`src/rtl/uart_rx_fifo.sv`:
```
// Receive FIFO behind a UART receiver: stores {err, dout} frames, single-cycle registered reads,
// sticky overflow flag and a saturating count of erroneous frames.
module uart_rx_fifo #(
  parameter int unsigned DEPTH = 8,
  parameter int unsigned CW    = 4
) (
  input  logic          clk,
  input  logic          reset,
  input  logic          rx_done,
  input  logic [7:0]    dout,
  input  logic [2:0]    err,
  input  logic          rd_en,
  input  logic          clr_stat,
  output logic [7:0]    rd_data,
  output logic [2:0]    rd_err,
  output logic          rd_valid,
  output logic          empty,
  output logic          full,
  output logic [CW-1:0] count,
  output logic          ovf,
  output logic [7:0]    err_cnt
);

  localparam int unsigned AW = $clog2(DEPTH);

  logic [10:0]   mem_q [DEPTH];
  logic [AW-1:0] wr_ptr_q, wr_ptr_d;
  logic [AW-1:0] rd_ptr_q, rd_ptr_d;
  logic [CW-1:0] count_q, count_d;
  logic [7:0]    rd_data_q, rd_data_d;
  logic [2:0]    rd_err_q, rd_err_d;
  logic          rd_valid_q, rd_valid_d;
  logic          ovf_q, ovf_d;
  logic [7:0]    err_cnt_q, err_cnt_d;

  logic rd_acc, wr_acc, drop, err_hit;

  assign empty = (count_q == '0);
  assign full  = (count_q == CW'(DEPTH));

  // A read frees a slot in the same cycle, so a full FIFO still accepts a write alongside it.
  assign rd_acc  = rd_en & ~empty;
  assign wr_acc  = rx_done & (~full | rd_acc);
  assign drop    = rx_done & full & ~rd_acc;
  assign err_hit = wr_acc & (err != 3'b000);

  always_comb begin
    wr_ptr_d   = wr_ptr_q;
    rd_ptr_d   = rd_ptr_q;
    count_d    = count_q;
    rd_data_d  = rd_data_q;
    rd_err_d   = rd_err_q;
    rd_valid_d = 1'b0;
    ovf_d      = ovf_q;
    err_cnt_d  = err_cnt_q;

    if (wr_acc) begin
      wr_ptr_d = wr_ptr_q + AW'(1);
    end
    if (rd_acc) begin
      rd_ptr_d   = rd_ptr_q + AW'(1);
      rd_data_d  = mem_q[rd_ptr_q][7:0];
      rd_err_d   = mem_q[rd_ptr_q][10:8];
      rd_valid_d = 1'b1;
    end

    unique case ({wr_acc, rd_acc})
      2'b10:   count_d = count_q + CW'(1);
      2'b01:   count_d = count_q - CW'(1);
      default: count_d = count_q;
    endcase

    // Set beats clear for both statistics.
    if (clr_stat) begin
      ovf_d     = 1'b0;
      err_cnt_d = 8'd0;
    end
    if (drop) begin
      ovf_d = 1'b1;
    end
    if (err_hit) begin
      if (clr_stat) begin
        err_cnt_d = 8'd1;
      end else if (err_cnt_q != 8'hFF) begin
        err_cnt_d = err_cnt_q + 8'd1;
      end
    end
  end

  // Storage is not reset; pointers and count alone define validity.
  always_ff @(posedge clk) begin
    if (wr_acc) begin
      mem_q[wr_ptr_q] <= {err, dout};
    end
  end

  always_ff @(posedge clk) begin
    if (!reset) begin
      wr_ptr_q   <= '0;
      rd_ptr_q   <= '0;
      count_q    <= '0;
      rd_data_q  <= 8'd0;
      rd_err_q   <= 3'd0;
      rd_valid_q <= 1'b0;
      ovf_q      <= 1'b0;
      err_cnt_q  <= 8'd0;
    end else begin
      wr_ptr_q   <= wr_ptr_d;
      rd_ptr_q   <= rd_ptr_d;
      count_q    <= count_d;
      rd_data_q  <= rd_data_d;
      rd_err_q   <= rd_err_d;
      rd_valid_q <= rd_valid_d;
      ovf_q      <= ovf_d;
      err_cnt_q  <= err_cnt_d;
    end
  end

  assign rd_data  = rd_data_q;
  assign rd_err   = rd_err_q;
  assign rd_valid = rd_valid_q;
  assign count    = count_q;
  assign ovf      = ovf_q;
  assign err_cnt  = err_cnt_q;

endmodule

```
`config.mk`:
```
export PLATFORM = sky130hd
export DESIGN_NAME = uart_rx_fifo
export DESIGN_NICKNAME = d
export VERILOG_FILES = /design/src/rtl/uart_rx_fifo.sv
export SDC_FILE = /design/constraint.sdc
export NUM_CORES = 1
export LEC_CHECK = 0
export CELL_PAD_IN_SITES_DETAIL_PLACEMENT = 0
export CELL_PAD_IN_SITES_GLOBAL_PLACEMENT = 1
export CORE_MARGIN = 2
export CORE_UTILIZATION = 48
export CTS_BUF_LIST = sky130_fd_sc_hd__clkbuf_16
export CTS_CLUSTER_SIZE = 40
export DETAILED_ROUTE_END_ITERATION = 12
export PLACE_DENSITY_LB_ADDON = 0.08
export SETUP_SLACK_MARGIN = 0.02
export SYNTH_ARGS = -nofsm -noshare
export SYNTH_HDL_FRONTEND = slang
export SYNTH_SLANG_ARGS = --single-unit
export TNS_END_PERCENT = 100
```
`constraint.sdc`:
```
create_clock -name clk -period 3.91 [get_ports clk]
set_clock_uncertainty 0.15 [all_clocks]
set_input_delay 1.173 -clock clk [delete_from_list [all_inputs] [get_ports clk]]
set_output_delay 1.173 -clock clk [all_outputs]
set_load 0.01 [all_outputs]
```
### Word level (Yosys, flattened, before mapping)

Memory sizes are Yosys's and may differ from the RTL's. A register that Yosys moved wholly into a read port is not among the register bits.
Cells that the tools add are included.

* register bits after elaboration: 20
* memory bits (writable): 88
* bits of input ports: 16
* output and inout port bits: 27
* logic and storage cells: 40
* memories: 1

* add/subtract/negate cells: 5
* equality and inequality tests: 4
* muxes and demuxes: 10
* bitwise gates (word level): 9
* reduce and logical (&&, ||, !) cells: 5

Memory list
* mem_q: words 8, width 11, rd ports 1, clocked after Yosys merged registers in 1, write ports 1, line 26 `logic [10:0] mem_q [DEPTH];`

Operators with widths (count)
* $mux 8: 4
* $add 8x1->8 const B: 1
* $ne 8x8->1 const B: 1
* $pmux 4 s2: 1
* $add 3x1->3 const B: 2
* $and 1x1->1: 5
* $mux 1: 5
* $add 4x1->4 const B: 1
* $eq 4x4->1 const B: 1
* $logic_not 4->1: 1
* $reduce_bool 2->1: 2
* $sub 4x1->4 const B: 1
* $not 1->1: 3
* $reduce_bool 3->1: 1
* $eq 2x1->1 const B: 1
* $eq 2x2->1 const B: 1
* $logic_not 1->1: 1
* $or 1x1->1: 1

### Longest topological paths before layout

Gate-level depths: netlist of run 1.

* depth after elaboration: 7
* gate-level depth with buffers: 8
* mapped depth without buffers: 7

### Least setup slack after synthesis of run 1

OpenSTA, ideal clock, no wires.

* path type: input to register
* start: input rx_done
* end: memory mem_q[0][0], enable pin
* setup time: 0.393 ns
* data arrival time: 2.860 ns
* setup slack: 0.507 ns
* cell stages on the path: 4
* path buffers: 1
* cells stage by stage: clkbuf_1 -> o21ai_0 -> or2_2 -> nor3_1

* longest elaborated chain between the ends: 3

RTL lines
* start, declared: line 9 `input logic rx_done,`
* $and 1x1->1: line 43 `assign wr_acc = rx_done & (~full | rd_acc);`
* $mux 1: line 92 `if (wr_acc) begin`
* $mux 1 (implied by the code): line 93 `mem_q[wr_ptr_q] <= {err, dout};`
* end, declared: line 26

No other way between the ends.

### Worst setup path after layout of run 1

* start: register count_q[0], in the netlist count[0]
* end: output full

* longest elaborated chain between the ends: 1

RTL lines
* start, declared: line 29 `logic [CW-1:0] count_q, count_d;`
* start signal, assigned: line 110 `count_q <= count_d;`
* $eq 4x4->1: line 39 `assign full = (count_q == CW'(DEPTH));`
* end, declared: line 18 `output logic full,`

No other way between the ends.

==> impl_summary.log, run 1 <==
INFO  metric finish.net_count = 389
INFO  metric max-slew-margin-rel = 16.6%
INFO  metric max_freq = 0.290 GHz
INFO  metric timing.critical_path.from_type = flop
INFO  metric drtAntennaViolNets = 0
INFO  metric synth_largest_type_area_fraction = 54.6%
INFO  metric insertion_delay = 0.41 ns
INFO  metric vdd.ir_drop.worst = 0.319 mV
INFO  metric timing.hold.worst.class = flop to flop
INFO  metric synth.largest_area_cell = edfxtp_1
INFO  metric std_cell_rows = 36
INFO  metric yosys_register_bits = 119
INFO  metric finalCritPeriodShare = 88.1%
INFO  metric drt_pass1_iterations = 4
INFO  metric number_of_enable_type_register_cells_in_the_synthesized_netlist = 88
INFO  metric grt-ovfl-total = 0
INFO  metric hpwlAfterDp = 6030 um
INFO  metric startpoint = count[0]
INFO  metric layout.cells.most_common = edfxtp_1
INFO  metric via_count_of_the_first_global_routing_pass = 2830
INFO  metric worstPathBufferInverterCount = 1
INFO  metric die-area = 0.0109 mm2
INFO  metric netlist_area = 0.00484 mm2
INFO  metric floorplan.die.height = 104 um
INFO  metric unrepaired_setup_endpoints_after_global_routing = no
INFO  metric fin_total_pwr = 3.89 mW
INFO  metric yosysSeqAreaShare = 67.5%
INFO  metric ys.flop_type = edfxtp_1
INFO  metric r2r_slack = 1.36 ns
INFO  metric insertedDiodeCount = 0
INFO  metric synth_cells = 310
INFO  metric syn_avg_cell_area = 15.6 um2
INFO  metric powerDensity = 649 mW/mm2
INFO  metric type_of_the_worst_setup_path = flop to primary output
INFO  metric total_vias_in_the_final_route = 2894
INFO  metric layout_cells_sized_above_1 = 18.9%
INFO  metric max-clock-path-buffers = 2
INFO  metric tritoncts.num_buffers = 17
INFO  metric master_cell_of_the_clock_root_buffer = clkbuf_16
INFO  metric cts_resized = 0
INFO  metric report.final.slew_viol_count = 0
INFO  metric count_of_h_tree_levels_built_during_cts = 4
INFO  metric area_growth = 24.0%
INFO  metric postSynth.asyncResetShare = 0%
INFO  metric timing.critical_path.arrival = 2.12 ns
INFO  metric timing.max_cap.violations = 0
INFO  metric synthesis.nets = 332
INFO  metric outcome = complete, no violations
INFO  metric setup_slack = 0.464 ns
INFO  metric tritoncts = done
INFO  metric netlist-cell-type-count = 44
INFO  metric grt_first_pass_wirelength = 15400 um
INFO  metric portBuffers = 42
INFO  metric detail_route.vias_per_cell = 5.64
INFO  metric worst-path-max-fanout = 9
INFO  metric worstPathRequired = 2.59 ns
INFO  metric start_util = 49.5%
INFO  metric minimum_setup_slack_after_placement = 0.352 ns
INFO  metric clock_sink_count = 119
INFO  metric first_iter_violations = 146
INFO  metric timing.critical_path.max_delay_family = simple AND/OR/NAND/NOR gates
INFO  metric hold_start = wr_ptr_q[0]
INFO  metric leakagePower = 2.00 nW
INFO  metric worst_setup_hold_path_clk_slew = 0.06 ns
INFO  metric drc = 0
INFO  metric pin_count = 43
INFO  metric setup-tns-final = 0 ns
INFO  metric grt_antenna_before_repair = 0
INFO  metric timing.critical_path.slowest_stage_cell = or3_1
INFO  metric cp_cell_sequence = or3_1 -> nor2_1 -> clkdlybuf4s50_1
INFO  metric grt.total_usage = 19.3%
INFO  metric cts_hold_repair.buffers = 0
INFO  metric detail_route.wl_per_cell = 19.0 um
INFO  metric postCtsSetupBuffers = 0
INFO  metric grt_start_max_net_pins = 25
INFO  metric fp.coreArea = 0.00977 mm2
INFO  metric ys_warn_count = 0
INFO  metric synth_area_leaders = edfxtp_1 (55%), dfxtp_1 (13%), mux4_2 (10%)
INFO  metric worst_path_largest_cell_delay = 0.56 ns
INFO  metric hold_viol = 0
INFO  metric setup_violations = 0
INFO  metric routed_wl = 9720 um
INFO  metric worstSetupEndpointType = primary output
INFO  metric shortest_period_the_worst_path_allows = 3.45 ns
INFO  metric commonest_cells_after_routing_fill_and_taps_aside = edfxtp_1 (88), clkdlybuf4s50_1 (42), dfxtp_1 (31), mux4_2 (22), a21oi_1 (19)
INFO  metric tightestPinTransition = 1.25 ns
INFO  metric die_width = 104 um
INFO  metric gpl.final_weighted_congestion = 0.776
INFO  metric reg2reg_start = count[0]
## sequential cells by signal (all words and copies together) (netlist names)
signal    cells
rd_ptr_q      3
count         4
rd_data       8
mem_q        88
err_cnt       8
ovf           1
rd_valid      1
wr_ptr_q      3
rd_err        3
## kinds of logic after synthesis
| kind of cell | Yosys count | synth area share (%) |
|---|---|---|
| adders and majority gates | 6 | 1.71 |
| DFF | 119 | 67.5 |
| muxes | 38 | 13.6 |
| and+or+nand+nor | 70 | 7.58 |
| buffers and inverters | 20 | 1.97 |
| xor gates and xnor gates | 4 | 0.724 |
| AOI/OAI and AO/OA | 53 | 6.98 |
## stage by stage
stage	instances	util (%)	area, um2	hold slack, ns
after global placement	481	55.6	5430	0.333
after global routing	513	61.4	6000	0.377
after detailed placement	481	55.6	5430	0.344
after CTS	513	61.4	6000	0.354
final	513	61.4	6000	0.350
after floorplan	310	-	4840	0.312
## tightest hold or removal path, cell delays in order, from the launching register on
cell     delay, ns
dfxtp_1       0.33
nand2_1       0.07
a21oi_1       0.06
## layer usage
layer / global-route usage [%] / wire (um)
met1: 25.7 / 4400
met2: 30.3 / 4780
met3: 6.20 / 438
met4: 6.27 / 104
met5: 0 / 0
## cell type report
cell class,count,area (um2)
Tap cell,133,166
Timing Repair Buffer,53,503
Fill cell,771,3780
Multi-Input combinational cell,171,1480
Sequential cell,119,3260
Clock buffer,17,425
Clock inverter,15,141
Inverter,5,18.8
## cell usage after synthesis, drive strengths merged (4+ instances only)
cell type  instances
edfxtp            88
dfxtp             31
mux4              22
a21oi             19
nor2              16
o21ai             16
mux2i             15
nand2             13
nor3              12
clkbuf             8
buf                7
nand2b             6
ha                 5
inv                5
nand3              5
a31oi              4
## worst paths after layout
check	endpoint	cells past startpoint
setup / recovery	full	3
hold / removal	wr_ptr_q[0]	2
hold reg to reg	wr_ptr_q[0]	2
setup reg to reg	count[3]	7
## power breakdown
group	leakage (nW)	switching, mW	internal (mW)	total [mW]
registers	1.05	0.0910	1.46	1.55
logic	0.670	0.423	0.451	0.874
clock network	0.277	0.582	0.886	1.47
Note: power is estimated with default switching activity, not from simulation.
==> run 2: changes to the inputs <==
--- a/config.mk
+++ b/config.mk
@@ -5,6 +5,7 @@
 export SDC_FILE = /design/constraint.sdc
 export NUM_CORES = 1
 export LEC_CHECK = 0
+export ABC_AREA = 0
 export CELL_PAD_IN_SITES_DETAIL_PLACEMENT = 0
 export CELL_PAD_IN_SITES_GLOBAL_PLACEMENT = 1
 export CORE_MARGIN = 2
==> results of run 2 <==
No change in the layout: final DEF, timing and power equal those of run 1.
==> edit, RTL diff (settings of run 2) <==
Make the reset (`reset`) asynchronous in one clocked block.
--- a/src/rtl/uart_rx_fifo.sv
+++ b/src/rtl/uart_rx_fifo.sv
@@ -94,7 +94,7 @@
     end
   end
 
-  always_ff @(posedge clk) begin
+  always_ff @(posedge clk or negedge reset) begin
     if (!reset) begin
       wr_ptr_q   <= '0;
       rd_ptr_q   <= '0;
Behaviour: differs if reset is asserted again (counterexample within 4 cycles, from zero or initial values and one cycle with reset low); with reset held inactive, the same outputs for 10 cycles.
==> edit against run 2 <==
- routed wire length is 0.22% higher
- power rose by 18%
- die area is 2.3% higher
- setup slack got worse by 0.17 ns
- sequential cell count is the same
- design area rose by 3.7%
- hold slack got worse by 0.024 ns
- area after synthesis rose by 2.4%
==> edit: results (changes against run 2) <==
| Metric | Value |
|---|---|
| Share of post-route cells with drive strength above 1 | `22.0% (+3.0 points)` |
| Critical path data arrival time | `2.29 ns (+0.17 ns)` |
| Buffering overhead | `9.29% (+0.91 points)` |
| Crit path launch | `count[3]` |
| Crit path capture | `empty` |
| Filler Cells Inserted | `808 (+4.8%)` |
| XOR/XNOR share of the synthesized area | `1.06% (+0.34 points)` |
| Nets | `391 (+0.51%)` |
| Post-synth cell types | `53 (+20%)` |
| Logic inverters | `8 (+3)` |
| Pre-CTS WS | `0.507 ns (+0.155 ns)` |
| Peak Freq | `277 MHz (-4.6%)` |
| Area after DPL | `5640 um2 (+3.8%)` |
| Slowest cell on the critical path | `or4_1` |
| GRT Overall Usage | `19.5% (+0.15 points)` |
| Number of global-route vias before repair | `2914 (+3.0%)` |
| Core ar. | `10200 um2 (+4.2%)` |
| Non-Clock Buffer Count | `63 (+19%)` |
| Proportion of synthesized area in mux cells | `13.0% (-0.63 points)` |
| Net count after synthesis | `322 (-3.0%)` |
| Peak VDD IR | `0.441 mV (+38%)` |
| Post-synth ARST share | `26.1% (+26 points)` |
| CP max FO | `8 (-1)` |
| Reg clk slew, reported paths | `0.06 ns (about the same)` |
| Comb_multi_in | `160 (-6.4%)` |
| Flop-to-flop setup slack | `1.16 ns (-0.20 ns)` |
| FF-to-FF End | `count[3]` |
| Vias | `2772 (-4.2%)` |
| Detailed Route Iter0 Violations | `165 (+13%)` |
| Seq/Total Area, Yosys | `69.0% (+1.5 points)` |
| Synth Area in Adders | `1.67% (-0.041 points)` |
| Synth Area in Compound Gates | `5.88% (-1.1 points)` |
| Status | `finished, final reports clean` |
| First-pass GRT wire length | `15.9 mm (+3.0%)` |
| Clock network area share | `9.33% (-0.12 points)` |
| Largest stage delay on the critical path | `0.79 ns (+0.23 ns)` |
| Routability cong. | `0.728 (-6.2%)` |
| Half-perimeter wire length after detailed placement | `6.32 mm (+4.8%)` |
| Final core occ | `61.1% (-0.29 points)` |
| Reg2Reg Depth | `8 (+1)` |
| Multi-input logic area | `1440 um2 (-2.5%)` |
| Sequential cell area share | `55.0% (+0.55 points)` |
| Largest cells by area after synthesis | `edfxtp_1 53%, dfrtp_1 16%, mux4_2 10%` |
edit: how the worst min path moves through the flow:
stage                       end  slack [ns]        start  cells past startpoint
finish               rd_data[3]        0.33   rd_data[3]                      2
global route         rd_data[1]        0.36   rd_data[1]                      2
CTS                  rd_data[1]        0.33   rd_data[1]                      2
detailed placement   rd_data[1]        0.32   rd_data[1]                      2
global placement      rd_err[2]        0.31    rd_err[2]                      2
floorplan           wr_ptr_q[0]        0.33  wr_ptr_q[0]                      1
edit: metrics by stage:
stage / instances / hold slack (ns)
2_1_floorplan: 300 / 0.330
3_3_place_gp: 486 / 0.314
3_5_place_dp: 486 / 0.319
4_1_cts: 518 / 0.333
5_1_grt: 518 / 0.359
6_report: 518 / 0.326
edit: power by group:
part | internal [uW] | switching [uW]
clock network | 939 | 566
registers | 1620 | 244
logic | 684 | 534
total | 3240 | 1340
edit: layer usage:
layer  up-vias  track usage, %  wire (um)
met4         0            5.64         57
met2        47            30.8       4950
li1       1322               -          -
met1      1398            26.3       4420
met5         -               0          0
met3         5            5.88        312
